==> config.mk <==
export PLATFORM = sky130hd
export DESIGN_NAME = theta_scan_ctrl
export DESIGN_NICKNAME = d
export VERILOG_FILES = /design/src/rtl/theta_scan_ctrl.sv
export SDC_FILE = /design/constraint.sdc
export NUM_CORES = 1
export LEC_CHECK = 0
export BUFFER_PORTS_ARGS = -buffer_cell sky130_fd_sc_hd__buf_2
export CORE_MARGIN = 3
export CORE_UTILIZATION = 51
export DETAILED_ROUTE_END_ITERATION = 8
export HOLD_SLACK_MARGIN = 0.08
export PLACE_DENSITY = 0.76
export SLEW_MARGIN = 20
export SYNTH_ARGS = -nofsm -noshare
export SYNTH_HDL_FRONTEND = slang
export SYNTH_SLANG_ARGS = --single-unit
export TNS_END_PERCENT = 30
==> constraint.sdc <==
create_clock -name clk_i -period 2.55 [get_ports clk_i]
set_input_delay 0.3825 -clock clk_i [delete_from_list [all_inputs] [get_ports clk_i]]
set_output_delay 0.3825 -clock clk_i [all_outputs]
set_load 0.005 [all_outputs]
==> src/rtl/theta_scan_ctrl.sv <==
// theta_scan_ctrl: sequences theta iteration indices into the thetaCos
// datapath. It paces issues on tick_i, limits in-flight requests, tags the
// in-order results with column/frame/last, and drains before signalling done.
module theta_scan_ctrl #(
   parameter int unsigned FRAME_COLUMNS_P   = 360,
   parameter int unsigned FRAME_NUMBER_P    = 5,
   parameter int unsigned MAX_OUTSTANDING_P = 4
) (
   input  logic        clk_i,
   input  logic        rst_i,
   input  logic        start_i,
   input  logic        stop_i,
   input  logic        tick_i,
   input  logic        dp_ready_i,
   output logic        iter_valid_o,
   output logic [11:0] iter_o,
   input  logic        res_valid_i,
   input  logic [33:0] res_i,
   output logic        out_valid_o,
   output logic [33:0] out_data_o,
   output logic [9:0]  out_column_o,
   output logic [2:0]  out_frame_o,
   output logic        out_last_o,
   output logic        busy_o,
   output logic        done_o,
   output logic        tick_miss_o,
   output logic        err_o
);

   localparam logic [11:0] TOTAL_POINTS_P = 12'(FRAME_COLUMNS_P * FRAME_NUMBER_P);
   localparam logic [11:0] LAST_IDX       = TOTAL_POINTS_P - 12'd1;
   localparam logic [9:0]  COL_LAST       = 10'(FRAME_COLUMNS_P - 1);
   localparam int unsigned PTR_W          = (MAX_OUTSTANDING_P > 1) ? $clog2(MAX_OUTSTANDING_P) : 1;
   localparam int unsigned CNT_W          = $clog2(MAX_OUTSTANDING_P + 1);
   localparam logic [CNT_W-1:0] CNT_MAX   = CNT_W'(MAX_OUTSTANDING_P);
   localparam logic [PTR_W-1:0] PTR_LAST  = PTR_W'(MAX_OUTSTANDING_P - 1);
   localparam int unsigned TAG_W          = 14;

   typedef enum logic [2:0] {
      S_IDLE     = 3'd0,
      S_WAIT_CFG = 3'd1,
      S_RUN      = 3'd2,
      S_DRAIN    = 3'd3,
      S_DONE     = 3'd4
   } state_e;

   state_e             state_q, state_d;
   logic [11:0]        index_q, index_d;
   logic [9:0]         column_q, column_d;
   logic [2:0]         frame_q, frame_d;
   logic [CNT_W-1:0]   cnt_q, cnt_d;
   logic [PTR_W-1:0]   wr_ptr_q, wr_ptr_d;
   logic [PTR_W-1:0]   rd_ptr_q, rd_ptr_d;
   logic [TAG_W-1:0]   tag_mem_q [MAX_OUTSTANDING_P];
   logic [TAG_W-1:0]   tag_mem_d [MAX_OUTSTANDING_P];
   logic               iter_valid_q, iter_valid_d;
   logic [11:0]        iter_q, iter_d;
   logic               out_valid_q, out_valid_d;
   logic [33:0]        out_data_q, out_data_d;
   logic [9:0]         out_column_q, out_column_d;
   logic [2:0]         out_frame_q, out_frame_d;
   logic               out_last_q, out_last_d;
   logic               tick_miss_q, tick_miss_d;
   logic               err_q, err_d;

   logic               issue, drop, pop, spurious, start_acc, is_last;
   logic [TAG_W-1:0]   tag_rd;

   // Circular pointer advance that also works for non power-of-two depths.
   function automatic logic [PTR_W-1:0] ptr_inc(input logic [PTR_W-1:0] p);
      return (p == PTR_LAST) ? '0 : p + PTR_W'(1);
   endfunction

   // Per-cycle decisions; the FIFO occupancy doubles as the outstanding count.
   always_comb begin
      start_acc = (state_q == S_IDLE) && start_i;
      issue     = (state_q == S_RUN) && !stop_i && tick_i && (cnt_q < CNT_MAX);
      drop      = (state_q == S_RUN) && !stop_i && tick_i && (cnt_q == CNT_MAX);
      pop       = res_valid_i && (cnt_q != '0);
      spurious  = res_valid_i && (cnt_q == '0);
      is_last   = (index_q == LAST_IDX);
      tag_rd    = tag_mem_q[rd_ptr_q];
   end

   // State register and all datapath/control flops.
   always_ff @(posedge clk_i) begin
      if (rst_i) begin
         state_q      <= S_IDLE;
         index_q      <= '0;
         column_q     <= '0;
         frame_q      <= '0;
         cnt_q        <= '0;
         wr_ptr_q     <= '0;
         rd_ptr_q     <= '0;
         for (int i = 0; i < int'(MAX_OUTSTANDING_P); i++) tag_mem_q[i] <= '0;
         iter_valid_q <= 1'b0;
         iter_q       <= '0;
         out_valid_q  <= 1'b0;
         out_data_q   <= '0;
         out_column_q <= '0;
         out_frame_q  <= '0;
         out_last_q   <= 1'b0;
         tick_miss_q  <= 1'b0;
         err_q        <= 1'b0;
      end else begin
         state_q      <= state_d;
         index_q      <= index_d;
         column_q     <= column_d;
         frame_q      <= frame_d;
         cnt_q        <= cnt_d;
         wr_ptr_q     <= wr_ptr_d;
         rd_ptr_q     <= rd_ptr_d;
         tag_mem_q    <= tag_mem_d;
         iter_valid_q <= iter_valid_d;
         iter_q       <= iter_d;
         out_valid_q  <= out_valid_d;
         out_data_q   <= out_data_d;
         out_column_q <= out_column_d;
         out_frame_q  <= out_frame_d;
         out_last_q   <= out_last_d;
         tick_miss_q  <= tick_miss_d;
         err_q        <= err_d;
      end
   end

   // Next-state logic; stop has priority over issuing and over dp_ready.
   always_comb begin
      state_d = state_q;
      unique case (state_q)
         S_IDLE:     if (start_i) state_d = S_WAIT_CFG;
         S_WAIT_CFG: begin
            if (stop_i)          state_d = S_DONE;
            else if (dp_ready_i) state_d = S_RUN;
         end
         S_RUN: begin
            if (stop_i)                state_d = S_DRAIN;
            else if (issue && is_last) state_d = S_DRAIN;
         end
         S_DRAIN:    if (cnt_q == '0) state_d = S_DONE;
         S_DONE:     state_d = S_IDLE;
         default:    state_d = S_IDLE;
      endcase
   end

   // State-decoded status outputs.
   always_comb begin
      busy_o = (state_q != S_IDLE);
      done_o = (state_q == S_DONE);
   end

   // Index/tag generation, tag FIFO, result tagging and sticky flags.
   always_comb begin
      index_d      = index_q;
      column_d     = column_q;
      frame_d      = frame_q;
      wr_ptr_d     = wr_ptr_q;
      rd_ptr_d     = rd_ptr_q;
      tag_mem_d    = tag_mem_q;
      iter_valid_d = 1'b0;
      iter_d       = iter_q;
      out_valid_d  = 1'b0;
      out_data_d   = out_data_q;
      out_column_d = out_column_q;
      out_frame_d  = out_frame_q;
      out_last_d   = out_last_q;
      tick_miss_d  = tick_miss_q;
      err_d        = err_q;
      cnt_d        = cnt_q;

      if (start_acc) begin
         index_d     = '0;
         column_d    = '0;
         frame_d     = '0;
         tick_miss_d = 1'b0;
         err_d       = 1'b0;
      end

      if (issue) begin
         iter_valid_d        = 1'b1;
         iter_d              = index_q;
         tag_mem_d[wr_ptr_q] = {column_q, frame_q, is_last};
         wr_ptr_d            = ptr_inc(wr_ptr_q);
         index_d             = index_q + 12'd1;
         if (column_q == COL_LAST) begin
            column_d = '0;
            frame_d  = frame_q + 3'd1;
         end else begin
            column_d = column_q + 10'd1;
         end
      end

      if (drop)     tick_miss_d = 1'b1;
      if (spurious) err_d       = 1'b1;

      if (pop) begin
         out_valid_d  = 1'b1;
         out_data_d   = res_i;
         out_column_d = tag_rd[13:4];
         out_frame_d  = tag_rd[3:1];
         out_last_d   = tag_rd[0];
         rd_ptr_d     = ptr_inc(rd_ptr_q);
      end

      unique case ({issue, pop})
         2'b10:   cnt_d = cnt_q + CNT_W'(1);
         2'b01:   cnt_d = cnt_q - CNT_W'(1);
         default: cnt_d = cnt_q;
      endcase
   end

   assign iter_valid_o = iter_valid_q;
   assign iter_o       = iter_q;
   assign out_valid_o  = out_valid_q;
   assign out_data_o   = out_data_q;
   assign out_column_o = out_column_q;
   assign out_frame_o  = out_frame_q;
   assign out_last_o   = out_last_q;
   assign tick_miss_o  = tick_miss_q;
   assign err_o        = err_q;

endmodule

; Word level (Yosys, flattened, before mapping)
; Cells that the tools add are included.
; Widths: inputs -> output; s select.
[totals]
reg_bits = 155
latchBits = 0
mem_bits_rw = 0
rom_bits = 0
inputBits = 41
output_inout_bits = 66
word_cells = 96
memories = 0
[classes]
addsub = 7
multipliers = 0
n_div = 0
order_cmp = 4
eq_ne = 15
shift = 0
n_mux = 29
bitwise = 2
reduce_logical = 19
[ops]
columns = cell, count
row1 = $bwmux 56, 1
row2 = $mux 14, 3
row3 = $mux 10, 3
row4 = $bmux 14 s2, 1
row5 = $demux 14 s2, 1
row6 = $mux 3, 9
row7 = $mux 12, 2
row8 = $add 12x1->12 const B, 1
row9 = $eq 12x11->1 const B, 1
row10 = $pmux 3 s4, 1
row11 = $add 10x1->10 const B, 1
row12 = $eq 10x9->1 const B, 1
row13 = $logic_and 1x1->1, 9
row14 = $reduce_bool 2->1, 4
row15 = $add 3x1->3 const B, 2
row16 = $eq 2x2->1 const B, 3
row17 = $eq 3x2->1 const B, 2
row18 = $eq 3x3->1 const B, 2
row19 = $ge 3x3->1 const B, 2
row20 = $logic_not 3->1, 2
row21 = $not 2->3, 2
row22 = $pmux 3 s2, 1
row23 = $reduce_bool 3->1, 2
row24 = $mux 1, 5
row25 = other kinds (12), 15

; Longest topological paths before layout
[depth]
word_depth = 8
ltp_mapped = 13
ltp_nobuf = 9

; Worst setup path before layout
; No wires, ideal clock.
[synth_path]
path_kind = register to register
start = register cnt_q[2]
end = register cnt_q[2]
setup_time_ps = 70
arrival_time_ps = 2588
required_ps = 2480
slack_ps = -109
stages_incl_launch_ff = 13
path_buffers = 3
period_less_slack_ps = 2659
cell_sequence = dfxtp_1 > nand2b_1 > buf_2 > nor2_4 > inv_2 > clkbuf_1 > clkbuf_1 > ha_1 > inv_1 > fa_1 > xor2_1 > or3_1 > a21oi_1
[synth_via]
elab_chain_cells = 4
elab_cells_between_ends = 10
classes_between = add/sub: 2 / order compare: 1 / eq/ne: 2 / mux: 1 / reduce/logical: 4
[synth_rtl]
columns = element, line
row1 = start: declaration, 51  ; logic [CNT_W-1:0] cnt_q, cnt_d;
row2 = start signal: assignment, 110  ; cnt_q <= cnt_d;
row3 = $lt 3x3->1 or $reduce_bool 3->1 (tied branches), "77, 79"
row4 = "$logic_and 1x1->1, on equally long branches", "77, 79"
row5 = $eq 2x1->1 or $eq 2x2->1 (tied branches), 204  ; unique case ({issue, pop})
row6 = $pmux 3 s2 or $reduce_bool 2->1 (tied branches), --
; Parallel ways exist; a longest one is shown, timed or not.
; A chain may end at the register's enable or synchronous reset.

; Worst setup path in the final report
[layout_path]
start = register state_q[2]
end = register cnt_q[2]
[layout_via]
elab_chain_cells = 6
elab_cells_between_ends = 8
classes_between = eq/ne: 3 / mux: 1 / reduce/logical: 4
[layout_rtl]
columns = element, line
row1 = start: declaration, 47  ; state_e state_q, state_d;
row2 = start signal: assignment, 106  ; state_q <= state_d;
row3 = $eq 3x2->1 (*), 77  ; issue = (state_q == S_RUN) && !stop_i && tick_i && (cnt_q < CNT_MAX);
row4 = $logic_and 1x1->1 (*) (3 in series), 77
row5 = $eq 2x1->1 or $eq 2x2->1 (tied branches), 204
row6 = $pmux 3 s2 or $reduce_bool 2->1 (tied branches), --
; Every way passes the cells marked *; elsewhere a longest branch is shown, timed or not.

==> results.toml <==
[placed_design]
dp_slack_ns = 0.206
place.gp.congestion = 0.791
place_area_um2 = 7080
dp_cells = 960
port-buffer-count = 106
dp.final_hpwl_um = 9190

[worst_setup_path]
critPathMaxFanout = 9
end_kind = "flip-flop"
crit_slowest_cell = "or4b_4"
max_stage_delay_ns = 0.66
cpLargestDelayFamily = "simple AND/OR/NAND/NOR gates"
crit_chain = "or4b_4, nor2_4, inv_2, ha_1, inv_1, fa_1, xor2_1, or3_1, a21oi_1"
arrival_ns = 2.64
cp-start-kind = "flip-flop"
crit_buf_inv = 2
required_ns = 2.89
worstSetupPathType = "flip-flop to flip-flop"

[sta]
fin_tns_setup_ns = 0
maxSlewViolCount = 0
maxSlewHeadroom_pct = 38.7
setup_viol = 0
setup_slack_ns = 0.253
rsz0062_at_grt = "no"
max_freq_mhz = 435
fin_crit_sh_pct = 90.1
period_minus_slack_ns = 2.30
clock_skew_ns = 0.00660
final-hold-violation-count = 0
hold_ws_ns = 0.206
worstMarginPinSlew_ns = 0.919

[clock_network]
cts-htree-levels = 4
cts_tree = "yes"
numCtsBuffers = 17
hold_buffers = 0
cts_resized = 0
post_cts_buffers = 0
path_clk_slew_ns = 0.06
clockBufferDepth = 2
clkSinkCount = 155
clock_latency_ns = 0.41
root_buffer = "clkbuf_16"

[logic_synthesis]
synth.avg_cell_area_um2 = 8.85
synthFlopType = "dfxtp_1"
seq_area_frac_synth_pct = 48.1
yosysWarnings = 0
async_reset_ff_share_pct = 0
yosysMostFrequentCell = "nand2_1"
yosys.area.top_type = "dfxtp_1"
synthTopCellsByArea = "dfxtp_1 (48%), nand2_1 (9.1%), mux2i_1 (7.6%)"
netlist_area_um2 = 6440
ys_top_cells_by_count = "nand2_1 (157), dfxtp_1 (155), a21oi_1 (93)"
synth_cell_type_count = 47
synth_edf_count = 0
ys_ff_latch = 155
synthesis.nets = 779
syn_inst = 728
synth_top_area_share_pct = 48.1

[pwr]
p_leak_nw = 3.22
pwr-share-comb_pct = 5.2
clkPwrFrac_pct = 45.5
p_sw_mw = 1.08
powerDensity_nw_per_um2 = 655
internal_power_mw = 3.90
seq_power_share_pct = 49.2
switching_share_pct = 21.8
vdd_drop_max_v = 0.000418

[route]
first_iter_violations = 351
vias = 5337
postRouteWirelength_um = 14000
ant_nets = 0
dr.pass1.iters = 6
via_per_inst = 5.38
wire_per_inst_um = 14.1
drc = 0

[die]
io_pins = 107
start_util_pct = 53.0
dieArea_um2 = 14000
rows = 40
core-area_um2 = 12200
die_h_um = 118
die_w_um = 118

[global_route]
antenna_found_initial = 0
grt_max_degree = 118
first_global_vias = 5207
grt_overflow = 0
grt_first_pass_wirelength_um = 23500
grt_usage_pct = 20.1

[final_layout]
drive_above_1_share_pct = 21.6
fin_area_um2 = 7610
nNetsFinal = 862
nFillCells = 1043
antennaDiodeCount = 0
syn_to_final_growth_pct = 18.1
final_cell_count_no_fill = 992

[min_path]
hold_path_class = "input pin to flip-flop"

[outcome]
status = "complete, no violations"

[job]
drv.max_cap_violation_count = 0
## metrics by stage
stage / power [mW] / utilization [%]
finish: 4.98 / 62.6
global route: 5.16 / 62.6
CTS: 5.04 / 62.6
detailed placement: 2.77 / 58.2
global placement: 2.76 / 58.2
floorplan: 2.67 / -
## power by group through the flow
stage               Clock (mW)  Sequential (mW)  Combinational [mW]
floorplan                    0             2.51               0.166
global placement             0             2.50               0.253
detailed placement           0             2.51               0.261
CTS                       2.32             2.45               0.262
global route              2.42             2.45               0.287
finish                    2.27             2.45               0.261
## path summary, 6_finish.rpt
kind	to	cells after the start	startpoint	slack, ns
setup / recovery	cnt_q[2]	9	state_q[2]	0.25
hold / removal	out_data_o[18]	3	res_i[18]	0.21
setup reg to reg	cnt_q[2]	9	state_q[2]	0.25
hold reg to reg	out_data_o[11]	2	out_data_o[11]	0.45
## kinds of logic (layout without fill, tap and decap cells)
logic type | Yosys count | count (layout) | synth area share, %
AND/OR/NAND/NOR | 301 | 301 | 21.5
flip-flops | 155 | 155 | 48.1
AO/OA/AOI/OAI | 125 | 125 | 10.5
buffers and inverters | 68 | 164 | 4.41
multiplexers | 63 | 63 | 12.5
adder cells (fa/ha/maj) | 10 | 10 | 2.06
XOR/XNOR | 6 | 6 | 0.815
## flip-flops by register name (all words and copies together), names as in the netlist
name          cells
out_column_o     10
out_data_o       34
tag_mem_q        56
index_q          12
out_frame_o       3
column_q         10
iter_valid_o      1
frame_q           3
state_q           3
out_last_o        1
tick_miss_o       1
out_valid_o       1
err_o             1
cnt_q             3
rd_ptr_q          2
wr_ptr_q          2
iter_o           12
## cells in the final DEF, fill, tap and decap left out, types with 6 or more instances in the layout
cell,synthesis,routed
nor2_1,58,58
nor3_1,10,10
nand3_1,25,25
a21oi_1,93,93
or3_1,8,8
clkbuf_16,0,17
buf_2,11,105
o21ai_0,9,9
dfxtp_1,155,155
nand2_1,157,157
buf_4,0,17
clkbuf_1,46,6
a31oi_1,6,6
inv_1,7,7
mux2i_1,49,49
ha_1,9,9
mux4_2,14,14
and3_1,6,6
## routing by layer
| layer | track usage, % | vias up | routed length, um |
|---|---|---|---|
| met5 | 0 | - | 0 |
| met2 | 35.5 | 161 | 6940 |
| li1 | - | 2666 | - |
| met1 | 23.7 | 2492 | 6090 |
| met3 | 5.02 | 18 | 751 |
| met4 | 7.17 | 0 | 190 |
## tightest hold or removal path: stages
cell and delay, ns:
buf_2 0.09, nand2_1 0.04, a21oi_1 0.05
## final cells by class
class	instances	area, um2	share of cell area (%)
clock buffer	24	462	6.07
clock inverter	8	70.1	0.920
inverter	9	33.8	0.444
multi-input combinational	505	3060	40.2
sequential	155	3100	40.8
tap	168	210	2.76
timing repair buffer	123	673	8.84
No activity file was read; power rests on OpenSTA's default activity.
